[config.mk]
export PLATFORM = sky130hd
export DESIGN_NAME = multicycle_ctrl_fsm
export DESIGN_NICKNAME = d
export VERILOG_FILES = /design/src/rtl/multicycle_ctrl_fsm_pkg.sv /design/src/rtl/ctrl_output_decode.sv /design/src/rtl/multicycle_ctrl_fsm.sv
export SDC_FILE = /design/constraint.sdc
export NUM_CORES = 1
export LEC_CHECK = 0
export CORE_ASPECT_RATIO = 0.9
export CORE_MARGIN = 2
export CORE_UTILIZATION = 30
export DETAILED_ROUTE_END_ITERATION = 6
export GPL_ROUTABILITY_DRIVEN = 0
export PLACE_DENSITY_LB_ADDON = 0.2
export SYNTH_ARGS = -nofsm -noshare
export SYNTH_HDL_FRONTEND = slang
export SYNTH_SLANG_ARGS = --single-unit
[constraint.sdc]
create_clock -name clk -period 1.3 [get_ports clk]
set_input_delay 0.26 -clock clk [delete_from_list [all_inputs] [get_ports clk]]
set_output_delay 0.26 -clock clk [all_outputs]
set_load 0.02 [all_outputs]
[src/rtl/multicycle_ctrl_fsm_pkg.sv]
// Shared definitions for the multicycle MIPS control FSM: opcodes, state encoding,
// datapath select codes and the bundled control-output struct.
package multicycle_ctrl_fsm_pkg;

  localparam logic [5:0] OpRtype = 6'h00;
  localparam logic [5:0] OpJ     = 6'h02;
  localparam logic [5:0] OpJal   = 6'h03;
  localparam logic [5:0] OpBeq   = 6'h04;
  localparam logic [5:0] OpBne   = 6'h05;
  localparam logic [5:0] OpAddi  = 6'h08;
  localparam logic [5:0] OpLw    = 6'h23;
  localparam logic [5:0] OpSw    = 6'h2B;

  typedef enum logic [3:0] {
    StFetch    = 4'd0,
    StDecode   = 4'd1,
    StMemAddr  = 4'd2,
    StMemRead  = 4'd3,
    StMemWb    = 4'd4,
    StMemWrite = 4'd5,
    StExecute  = 4'd6,
    StRWb      = 4'd7,
    StBranch   = 4'd8,
    StJump     = 4'd9,
    StJal      = 4'd10,
    StAddiExec = 4'd11,
    StAddiWb   = 4'd12
  } state_e;

  localparam logic [1:0] RegDstRt = 2'd0;
  localparam logic [1:0] RegDstRd = 2'd1;
  localparam logic [1:0] RegDstRa = 2'd2;

  localparam logic [1:0] M2rAluOut = 2'd0;
  localparam logic [1:0] M2rMdr    = 2'd1;
  localparam logic [1:0] M2rPc     = 2'd2;

  localparam logic [2:0] SrcBReg    = 3'd0;
  localparam logic [2:0] SrcBFour   = 3'd1;
  localparam logic [2:0] SrcBImm    = 3'd2;
  localparam logic [2:0] SrcBImmSh2 = 3'd3;

  localparam logic [1:0] AluAdd   = 2'b00;
  localparam logic [1:0] AluSub   = 2'b01;
  localparam logic [1:0] AluFunct = 2'b10;

  localparam logic [1:0] PcSrcAlu    = 2'd0;
  localparam logic [1:0] PcSrcAluOut = 2'd1;
  localparam logic [1:0] PcSrcJump   = 2'd2;

  typedef struct packed {
    logic       mem_write;
    logic       ir_write;
    logic       reg_write;
    logic       alu_src_a;
    logic       pc_write_cond;
    logic       pc_write;
    logic       i_or_d;
    logic       mem_read;
    logic       branch_ne;
    logic [1:0] reg_dst;
    logic [1:0] mem_to_reg;
    logic [2:0] alu_src_b;
    logic [1:0] alu_op;
    logic [1:0] pc_source;
  } ctrl_t;

endpackage

[src/rtl/ctrl_output_decode.sv]
// Moore output decode: current state (plus mem_ready and the latched BNE flag) to
// datapath controls. Everything is zero while i_en is low.
module ctrl_output_decode
  import multicycle_ctrl_fsm_pkg::*;
(
  input  state_e i_state,
  input  logic   i_mem_ready,
  input  logic   i_is_bne,
  input  logic   i_en,
  output ctrl_t  o_ctrl
);

  always_comb begin
    o_ctrl = '0;
    if (i_en) begin
      case (i_state)
        StFetch: begin
          o_ctrl.mem_read  = 1'b1;
          o_ctrl.alu_src_b = SrcBFour;
          o_ctrl.alu_op    = AluAdd;
          o_ctrl.pc_source = PcSrcAlu;
          o_ctrl.ir_write  = i_mem_ready;
          o_ctrl.pc_write  = i_mem_ready;
        end
        StDecode: o_ctrl.alu_src_b = SrcBImmSh2;
        StMemAddr, StAddiExec: begin
          o_ctrl.alu_src_a = 1'b1;
          o_ctrl.alu_src_b = SrcBImm;
        end
        StMemRead: begin
          o_ctrl.mem_read = 1'b1;
          o_ctrl.i_or_d   = 1'b1;
        end
        StMemWb: begin
          o_ctrl.reg_dst    = RegDstRt;
          o_ctrl.mem_to_reg = M2rMdr;
          o_ctrl.reg_write  = 1'b1;
        end
        StMemWrite: begin
          o_ctrl.mem_write = 1'b1;
          o_ctrl.i_or_d    = 1'b1;
        end
        StExecute: begin
          o_ctrl.alu_src_a = 1'b1;
          o_ctrl.alu_src_b = SrcBReg;
          o_ctrl.alu_op    = AluFunct;
        end
        StRWb: begin
          o_ctrl.reg_dst    = RegDstRd;
          o_ctrl.mem_to_reg = M2rAluOut;
          o_ctrl.reg_write  = 1'b1;
        end
        StBranch: begin
          o_ctrl.alu_src_a     = 1'b1;
          o_ctrl.alu_op        = AluSub;
          o_ctrl.pc_write_cond = 1'b1;
          o_ctrl.pc_source     = PcSrcAluOut;
          o_ctrl.branch_ne     = i_is_bne;
        end
        StJump: begin
          o_ctrl.pc_write  = 1'b1;
          o_ctrl.pc_source = PcSrcJump;
        end
        // PC already holds PC+4 from FETCH, so it is the link value written to $31.
        StJal: begin
          o_ctrl.pc_write   = 1'b1;
          o_ctrl.pc_source  = PcSrcJump;
          o_ctrl.reg_write  = 1'b1;
          o_ctrl.reg_dst    = RegDstRa;
          o_ctrl.mem_to_reg = M2rPc;
        end
        StAddiWb: begin
          o_ctrl.reg_dst    = RegDstRt;
          o_ctrl.mem_to_reg = M2rAluOut;
          o_ctrl.reg_write  = 1'b1;
        end
        default: o_ctrl = '0;
      endcase
    end
  end

endmodule

[src/rtl/multicycle_ctrl_fsm.sv]
// Multicycle MIPS main control: state register, next-state logic and the sticky
// illegal-opcode flag; output decoding lives in ctrl_output_decode.
module multicycle_ctrl_fsm
  import multicycle_ctrl_fsm_pkg::*;
#(
  parameter int unsigned OP_W   = 6,
  parameter int unsigned SRCB_W = 3,
  parameter int unsigned ST_W   = 4
) (
  input  logic              clk,
  input  logic              rst,
  input  logic [OP_W-1:0]   Op_code,
  input  logic              mem_ready,
  output logic              MemWrite,
  output logic              IRWrite,
  output logic              RegWrite,
  output logic              ALUSrcA,
  output logic              PCWriteCond,
  output logic              PCWrite,
  output logic              IorD,
  output logic              MemRead,
  output logic              BranchNe,
  output logic [1:0]        RegDst,
  output logic [1:0]        MemtoReg,
  output logic [SRCB_W-1:0] ALUSrcB,
  output logic [1:0]        ALUOp,
  output logic [1:0]        PCSource,
  output logic              illegal_op,
  output logic [ST_W-1:0]   state
);

  state_e r_state, w_state_d;
  logic   r_illegal, w_illegal_d;
  logic   r_is_sw, w_is_sw_d;
  logic   r_is_bne, w_is_bne_d;
  ctrl_t  w_ctrl;

  always_comb begin
    w_state_d   = r_state;
    w_illegal_d = r_illegal;
    w_is_sw_d   = r_is_sw;
    w_is_bne_d  = r_is_bne;
    case (r_state)
      StFetch: if (mem_ready) w_state_d = StDecode;
      // Opcode is only valid here; remember what later states still need.
      StDecode: begin
        w_is_sw_d  = (Op_code == OP_W'(OpSw));
        w_is_bne_d = (Op_code == OP_W'(OpBne));
        case (Op_code)
          OP_W'(OpLw), OP_W'(OpSw):   w_state_d = StMemAddr;
          OP_W'(OpRtype):             w_state_d = StExecute;
          OP_W'(OpBeq), OP_W'(OpBne): w_state_d = StBranch;
          OP_W'(OpJ):                 w_state_d = StJump;
          OP_W'(OpJal):               w_state_d = StJal;
          OP_W'(OpAddi):              w_state_d = StAddiExec;
          default: begin
            w_state_d   = StFetch;
            w_illegal_d = 1'b1;
          end
        endcase
      end
      StMemAddr:  w_state_d = r_is_sw ? StMemWrite : StMemRead;
      StMemRead:  if (mem_ready) w_state_d = StMemWb;
      StMemWrite: if (mem_ready) w_state_d = StFetch;
      StExecute:  w_state_d = StRWb;
      StAddiExec: w_state_d = StAddiWb;
      default:    w_state_d = StFetch;
    endcase
  end

  always_ff @(posedge clk) begin
    if (!rst) begin
      r_state   <= StFetch;
      r_illegal <= 1'b0;
      r_is_sw   <= 1'b0;
      r_is_bne  <= 1'b0;
    end else begin
      r_state   <= w_state_d;
      r_illegal <= w_illegal_d;
      r_is_sw   <= w_is_sw_d;
      r_is_bne  <= w_is_bne_d;
    end
  end

  ctrl_output_decode u_decode (
    .i_state     (r_state),
    .i_mem_ready (mem_ready),
    .i_is_bne    (r_is_bne),
    .i_en        (rst),
    .o_ctrl      (w_ctrl)
  );

  assign MemWrite    = w_ctrl.mem_write;
  assign IRWrite     = w_ctrl.ir_write;
  assign RegWrite    = w_ctrl.reg_write;
  assign ALUSrcA     = w_ctrl.alu_src_a;
  assign PCWriteCond = w_ctrl.pc_write_cond;
  assign PCWrite     = w_ctrl.pc_write;
  assign IorD        = w_ctrl.i_or_d;
  assign MemRead     = w_ctrl.mem_read;
  assign BranchNe    = w_ctrl.branch_ne;
  assign RegDst      = w_ctrl.reg_dst;
  assign MemtoReg    = w_ctrl.mem_to_reg;
  assign ALUSrcB     = SRCB_W'(w_ctrl.alu_src_b);
  assign ALUOp       = w_ctrl.alu_op;
  assign PCSource    = w_ctrl.pc_source;
  assign illegal_op  = rst & r_illegal;
  assign state       = rst ? ST_W'(r_state) : '0;

endmodule
==> impl_results.md, run 1 <==
* Port bufs at 32
* Critical Path Sink Type: primary output
* Area Overhead vs Synth at 141%
* Via density per instance at ~5.2
* Post-synthesis register bit count at 7
* Status: finished, violations left
* Crit path kind: reg -> out
* Pwr/cell area at about 420 nW/µm²
* CTS clk-pin slew, worst paths at roughly 50 ps
* Setup TNS at -6330 ps
* Num CTS Buffers at 3
* Global route overflow at 0
* Synth unique cells at approximately 40
* Die Ht at ~53 µm
* Antenna violations before repair at 0
* Crit path DAT at around 1400 ps
* Bufs on Longest Clock Path at 2
* Die X at around 60 µm
* FFs w/ async S/R, synth at 0
* Max-slew violations at 0
* DRT iter0 DRCs at 26
* CTS tree: built
* CP Data Required Time at about 1000 ps
* Fill count at between 150 and 200
* Failing checks: setup timing
* DR pass1 iterations at 4
* Root buffer cell: clkbuf_4
* Mapped Cells at between 100 and 150
* Post-Place Setup Slack at -943 ps
* H-tree Lvls at 1
* Setup-failing EPs final at 27
* Drt total wl at approximately 3300 µm
* Largest cells by area after synthesis: dfxtp_1, nand2_1, nor2_1
* Final hold viol count at 0
* CTS sink count at 7
* Final min period at around 1700 ps
* Share of layout cells above drive strength 1 at 0.708
* Die area at 3110 µm²
* Antenna-violating nets left at 0
* Worst Skew at slightly below 4 ps
* Final Total Pwr at slightly above 800 µW
* Type of origin of the critical path: flip-flop
* Pin count of the biggest net entering global routing at 12
* First-pass GRT wire length at about 4500 µm
* RSZ-0062 raised after global routing: true
* Worst Hold Class: in -> reg
* Skew-Pair Late Insertion Delay at about 260 ps
* Mean area per synthesized cell at roughly 7 µm²
* Synthesized net count at approximately 120
* Max rail drop VDD at around 0.32 mV
* N_diodes at 0
* Post-DP HPWL at 2030 µm
* Leak Pwr at approximately 0.00084 µW
* Initial Util at 0.323
* Yosys warning count at 0
* Finished layout cell area at 1940 µm²
* Slack of the critical path at -355 ps
* Crit-path max FO at 5
* Most frequent cells in the layout: buf_4, buf_6, nand2_1
* EDFF count, synth at 0
* Placeable Area at 2490 µm²
* Row Count at 17
* Synth top area share at 0.174
* Synth area leader: dfxtp_1
* Vias in the first global route at 1,036
* Detailed-route DRC error count at 0
* Vias at roughly 1,200
* Layout Nets at roughly 200
* Fin crit share at 1.27
* Placed Area at about 1500 µm²
* Synth Cell Area at ~800 µm²
* I/O pin cnt at 34
* Register area share after synthesis at 0.174
* Primary FF master, synth: dfxtp_1
* Most common cell after layout, fill and taps aside: buf_4
* WL per Instance at 14.8 µm
* Hold-fix buffers, CTS at 0
* Max_cap viols at 0
* FMAX at roughly 600 MHz
* Gr usage total at 0.195
==> state kept, by name, indices dropped and copies added, names as in the netlist <==
| name | cells |
|---|---|
| r_illegal | 1 |
| r_is_bne | 1 |
| r_is_sw | 1 |
| r_state | 4 |
==> critical path, stage by stage, from the launching register on <==
cell and delay, ps:
dfxtp_4 360, or3b_4 450, o21ai_2 80, and2_4 150, buf_6 110
==> metal layers <==
metal / vias up / routed length (µm) / global-route usage
li1: 563 / - / -
met1: 529 / 1210 / 0.203
met2: 54 / 1770 / 0.384
met3: 11 / 186 / 0.0171
met4: 0 / 132 / 0.105
met5: - / 0 / 0
==> cells by family (layout without fill, tap and decap cells) <==
| family | count (synthesis) | after routing | synth area share |
|---|---|---|---|
| buffers and inverters | 18 | 98 | 0.136 |
| and+or+nand+nor | 59 | 59 | 0.393 |
| adders and majority gates | 1 | 1 | 0.0140 |
| other | 1 | 1 | 0.00467 |
| AOI/OAI and AO/OA | 24 | 24 | 0.221 |
| muxes | 1 | 1 | 0.0140 |
| DFF | 7 | 7 | 0.174 |
| xor gates and xnor gates | 4 | 4 | 0.0436 |
==> path summary, 6_finish.rpt <==
path                                 start         end  slack (ps)  cells past startpoint
worst min-delay path                   rst   r_illegal         450                      3
worst min register to register   r_illegal   r_illegal         460                      1
worst max-delay path            r_state[0]  ALUSrcB[1]        -360                      4
worst max register to register  r_state[3]  r_state[2]        -300                      7
==> where the power goes <==
| part | internal, µW | total, µW | switching (µW) | leakage (µW) |
|---|---|---|---|---|
| Clock | 117 | 202 | 84.7 | 0.0000150 |
| Sequential | 216 | 223 | 6.98 | 0.0000599 |
| Combinational | 205 | 393 | 188 | 0.000766 |
==> cell usage after synthesis, drive strengths merged (3+ instances only) <==
master,instances
nor2b,4
nor3,6
nor2,12
o21ai,6
nand3,3
nand2,17
inv,6
a21boi,3
and2,5
a21oi,3
buf,10
dfxtp,7
==> through the flow <==
step                      hold slack, ps  std cells   util
after floorplan                      368        115      -
after global placement               439        210  0.610
after detailed placement             450        210  0.610
after CTS                            447        216  0.671
after global routing                 475        223  0.779
final                                454        223  0.779
==> cell type report <==
class,instances,area (µm²),share of cell area
Inverter,6,27.5,0.0142
Sequential cell,7,155,0.0801
Clock buffer,4,26.3,0.0136
Multi-Input combinational cell,90,835,0.431
Timing Repair Buffer,88,860,0.444
Tap cell,28,35.0,0.0181
==> what timing repair did <==
action | in CTS | in global routing
pin swaps | 9 | 18
endpoints found under the setup margin | 31 | 30
gates cloned | 0 | 2
buffers inserted | 2 | 5
resized for setup | 171 | 53
Power figures use the tool's default switching activity.
==> inputs of run 2 (changes only) <==
--- a/config.mk
+++ b/config.mk
@@ -11,6 +11,7 @@
 export DETAILED_ROUTE_END_ITERATION = 6
 export GPL_ROUTABILITY_DRIVEN = 0
 export PLACE_DENSITY_LB_ADDON = 0.2
+export REMOVE_ABC_BUFFERS = 1
 export SYNTH_ARGS = -nofsm -noshare
 export SYNTH_HDL_FRONTEND = slang
 export SYNTH_SLANG_ARGS = --single-unit
==> run 2 against run 1 <==
Flip-flop and latch count unchanged; global-route usage up 0.87 points; count of clock-buffer cells in the layout is the same; fmax is 2.6% lower; die area did not move; core utilization is 4.6 points lower; register-to-register slack better by 110 ps; final cell count down 2.7%; via count stayed put; first-iteration DRC count shrank 15%; the run still ends with setup timing left.
==> impl_results.md, run 2 (synthesis gave the netlist of run 1 again) <==
* Initial Util at 0.323 (unchanged)
* I/O pin cnt at 34 (unchanged)
* Cell-internal power at 518 µW (-3.9%)
* Area Overhead vs Synth at 127%
* Antenna violations before repair at 0 (unchanged)
* Cells on worst reg2reg path at 7 (unchanged)
* Status: finished, violations left
* Final min period at 1700 ps (+44.1 ps)
* N_diodes at 0 (unchanged)
* Vias in the first global route at 1,038 (+0.19%)
* Hold-fix buffers, CTS at 0 (unchanged)
* Detailed-route DRC error count at 0 (unchanged)
* Row Count at 17 (unchanged)
* Placeable Area at 2490 µm² (unchanged)
* Reg area at 155 µm² (unchanged)
* Seq pwr share at 0.279 (+0.006)
* Met1 Use GR at 0.258 (+0.0551)
* Drt total wl at 3710 µm (+12%)
* Die area at 3110 µm² (unchanged)
* Failing checks: setup timing
* Hold Path Sink: r_illegal
* CTS tree: built
* DR pass1 iterations at 4 (unchanged)
* R2R setup slack at -190 ps (+110 ps)
* Worst hold slack at 441 ps (-13.1 ps)
* Most frequent cells in the layout: buf_4, buf_6, nand2_1, nor2_1, nand2_2
* RSZ-0062 raised after global routing: true
* Met3 Usage GRT at 0.0513 (+0.0342)
* Reg with most FFs: r_state
* Dpl cells at 203 (-3.3%)
* Max-slew violations at 0 (unchanged)
* Switching Fraction at 0.357 (+0.0152)
* Die X at 58.5 µm (unchanged)
* Critical Path Sink Type: primary output
* First-pass GRT wire length at 4800 µm (+6.9%)
* Port bufs at 32 (unchanged)
* WL per Instance at 17.1 µm (+16%)
* Skew-Pair Late Insertion Delay at 250 ps (about the same)
* Clock power frac at 0.252 (+0.005)
* Hold path start: rst
* Worst Hold Class: in -> reg
* H-tree Lvls at 1 (unchanged)
* Gr usage total at 0.204 (+0.00868)
* Most common cell after layout, fill and taps aside: buf_4
* Finished layout cell area at 1820 µm² (-5.9%)
* Final hold viol count at 0 (unchanged)
* Slack of the critical path at -399 ps (-44.1 ps)
* Multi-input gate area at 833 µm² (-0.15%)
* Worst hold stages at 3 (unchanged)
* Max rail drop VDD at 0.561 mV (+78%)
* Die Ht at 53.1 µm (unchanged)
* Max_cap viols at 0 (unchanged)
* Bufs on Longest Clock Path at 2 (unchanged)
* Global route overflow at 0 (unchanged)
* Pwr/cell area at 442 nW/µm² (+4.6%)
* R2R Path End: r_is_bne
* Crit-path max FO at 6 (+1)
* CP Data Required Time at 1040 ps (about the same)
* Placed Area at 1370 µm² (-9.6%)
* Logic pwr share at 0.469 (-0.011)
* Type of origin of the critical path: flip-flop
* Post-layout instance count excluding filler cells at 217 (-2.7%)
* FMAX at 589 MHz (-2.6%)
* Num CTS Buffers at 3 (unchanged)
* Setup-failing EPs final at 30 (+11%)
* Crit path kind: reg -> out
* Crit path DAT at 1440 ps (+40 ps)
* Pin count of the biggest net entering global routing at 11 (-1)
* Max reg flops at 4 (unchanged)
* Via density per instance at 5.33 (+2.8%)
* Antenna-violating nets left at 0 (unchanged)
* Leak Pwr at 0.000804 µW (-4.4%)
* DRT iter0 DRCs at 22 (-15%)
* Worst Skew at 3.85 ps (-0.0712 ps)
* Gr busiest metal: met2
* Share of layout cells above drive strength 1 at 0.714 (+0.00659)
* CTS clk-pin slew, worst paths at 60 ps (about the same)
* Switching power at 288 µW (+2.8%)
* CTS sink count at 7 (unchanged)
* Vias at 1,157 (unchanged)
* Post-DP HPWL at 2060 µm (+1.1%)
* Layout Nets at 199 (-2.9%)
* Fin crit share at 1.31 (+0.0339)
* Post-Place Setup Slack at -997 ps (-54.4 ps)
* Root buffer cell: clkbuf_4
* Fill count at 176 (+1.1%)
* FF-to-FF Start: r_state[2]
* M2 GR Usage at 0.363 (-0.0206)
* Setup TNS at -6210 ps (+118 ps)
==> run 2: through the flow <==
stage	util	power, µW
3_5_place_dp	0.552	508
4_1_cts	0.634	752
3_3_place_gp	0.552	505
5_1_grt	0.733	853
2_1_floorplan	-	348
6_report	0.733	805
==> run 2: cell type report <==
type / count / area share
clock buffer: 4 / 0.0144
inverter: 6 / 0.0151
multi-input combinational: 90 / 0.457
sequential: 7 / 0.0851
tap: 28 / 0.0192
timing repair buffer: 82 / 0.409
==> run 2: worst max-delay path, stage by stage (launching register included) <==
cell	delay, ps
dfxtp_4	400
buf_8	160
nor2b_4	140
o21ai_0	90
a31oi_1	210
buf_4	180
==> run 2: worst max-delay path by stage <==
stage | end | start | cells after the start
floorplan | MemtoReg[1] | r_state[1] | 2
global placement | BranchNe | rst | 6
detailed placement | BranchNe | rst | 6
CTS | ALUSrcB[1] | r_state[3] | 4
global route | PCWrite | r_state[3] | 5
finish | PCWrite | r_state[3] | 5
==> run 2: timing repair <==
item,CTS,global route
endpoints found under the hold margin,0,0
pin swaps,18,19
gates resized for setup,195,53
buffers inserted,5,4
gates cloned,1,0
setup endpoints to repair,31,29
==> run 2: layer usage <==
layer	vias up	part of all wire
li1	552	-
met5	-	0
met2	42	0.53
met4	0	0.010
met1	558	0.40
met3	5	0.058
==> run 2: power groups by stage <==
| stage | Combinational (µW) | Clock (µW) | Sequential (µW) |
|---|---|---|---|
| 3_3_place_gp | 270 | 0 | 235 |
| 6_report | 378 | 203 | 225 |
| 5_1_grt | 398 | 231 | 224 |
| 4_1_cts | 313 | 213 | 226 |
| 3_5_place_dp | 273 | 0 | 235 |
| 2_1_floorplan | 110 | 0 | 239 |
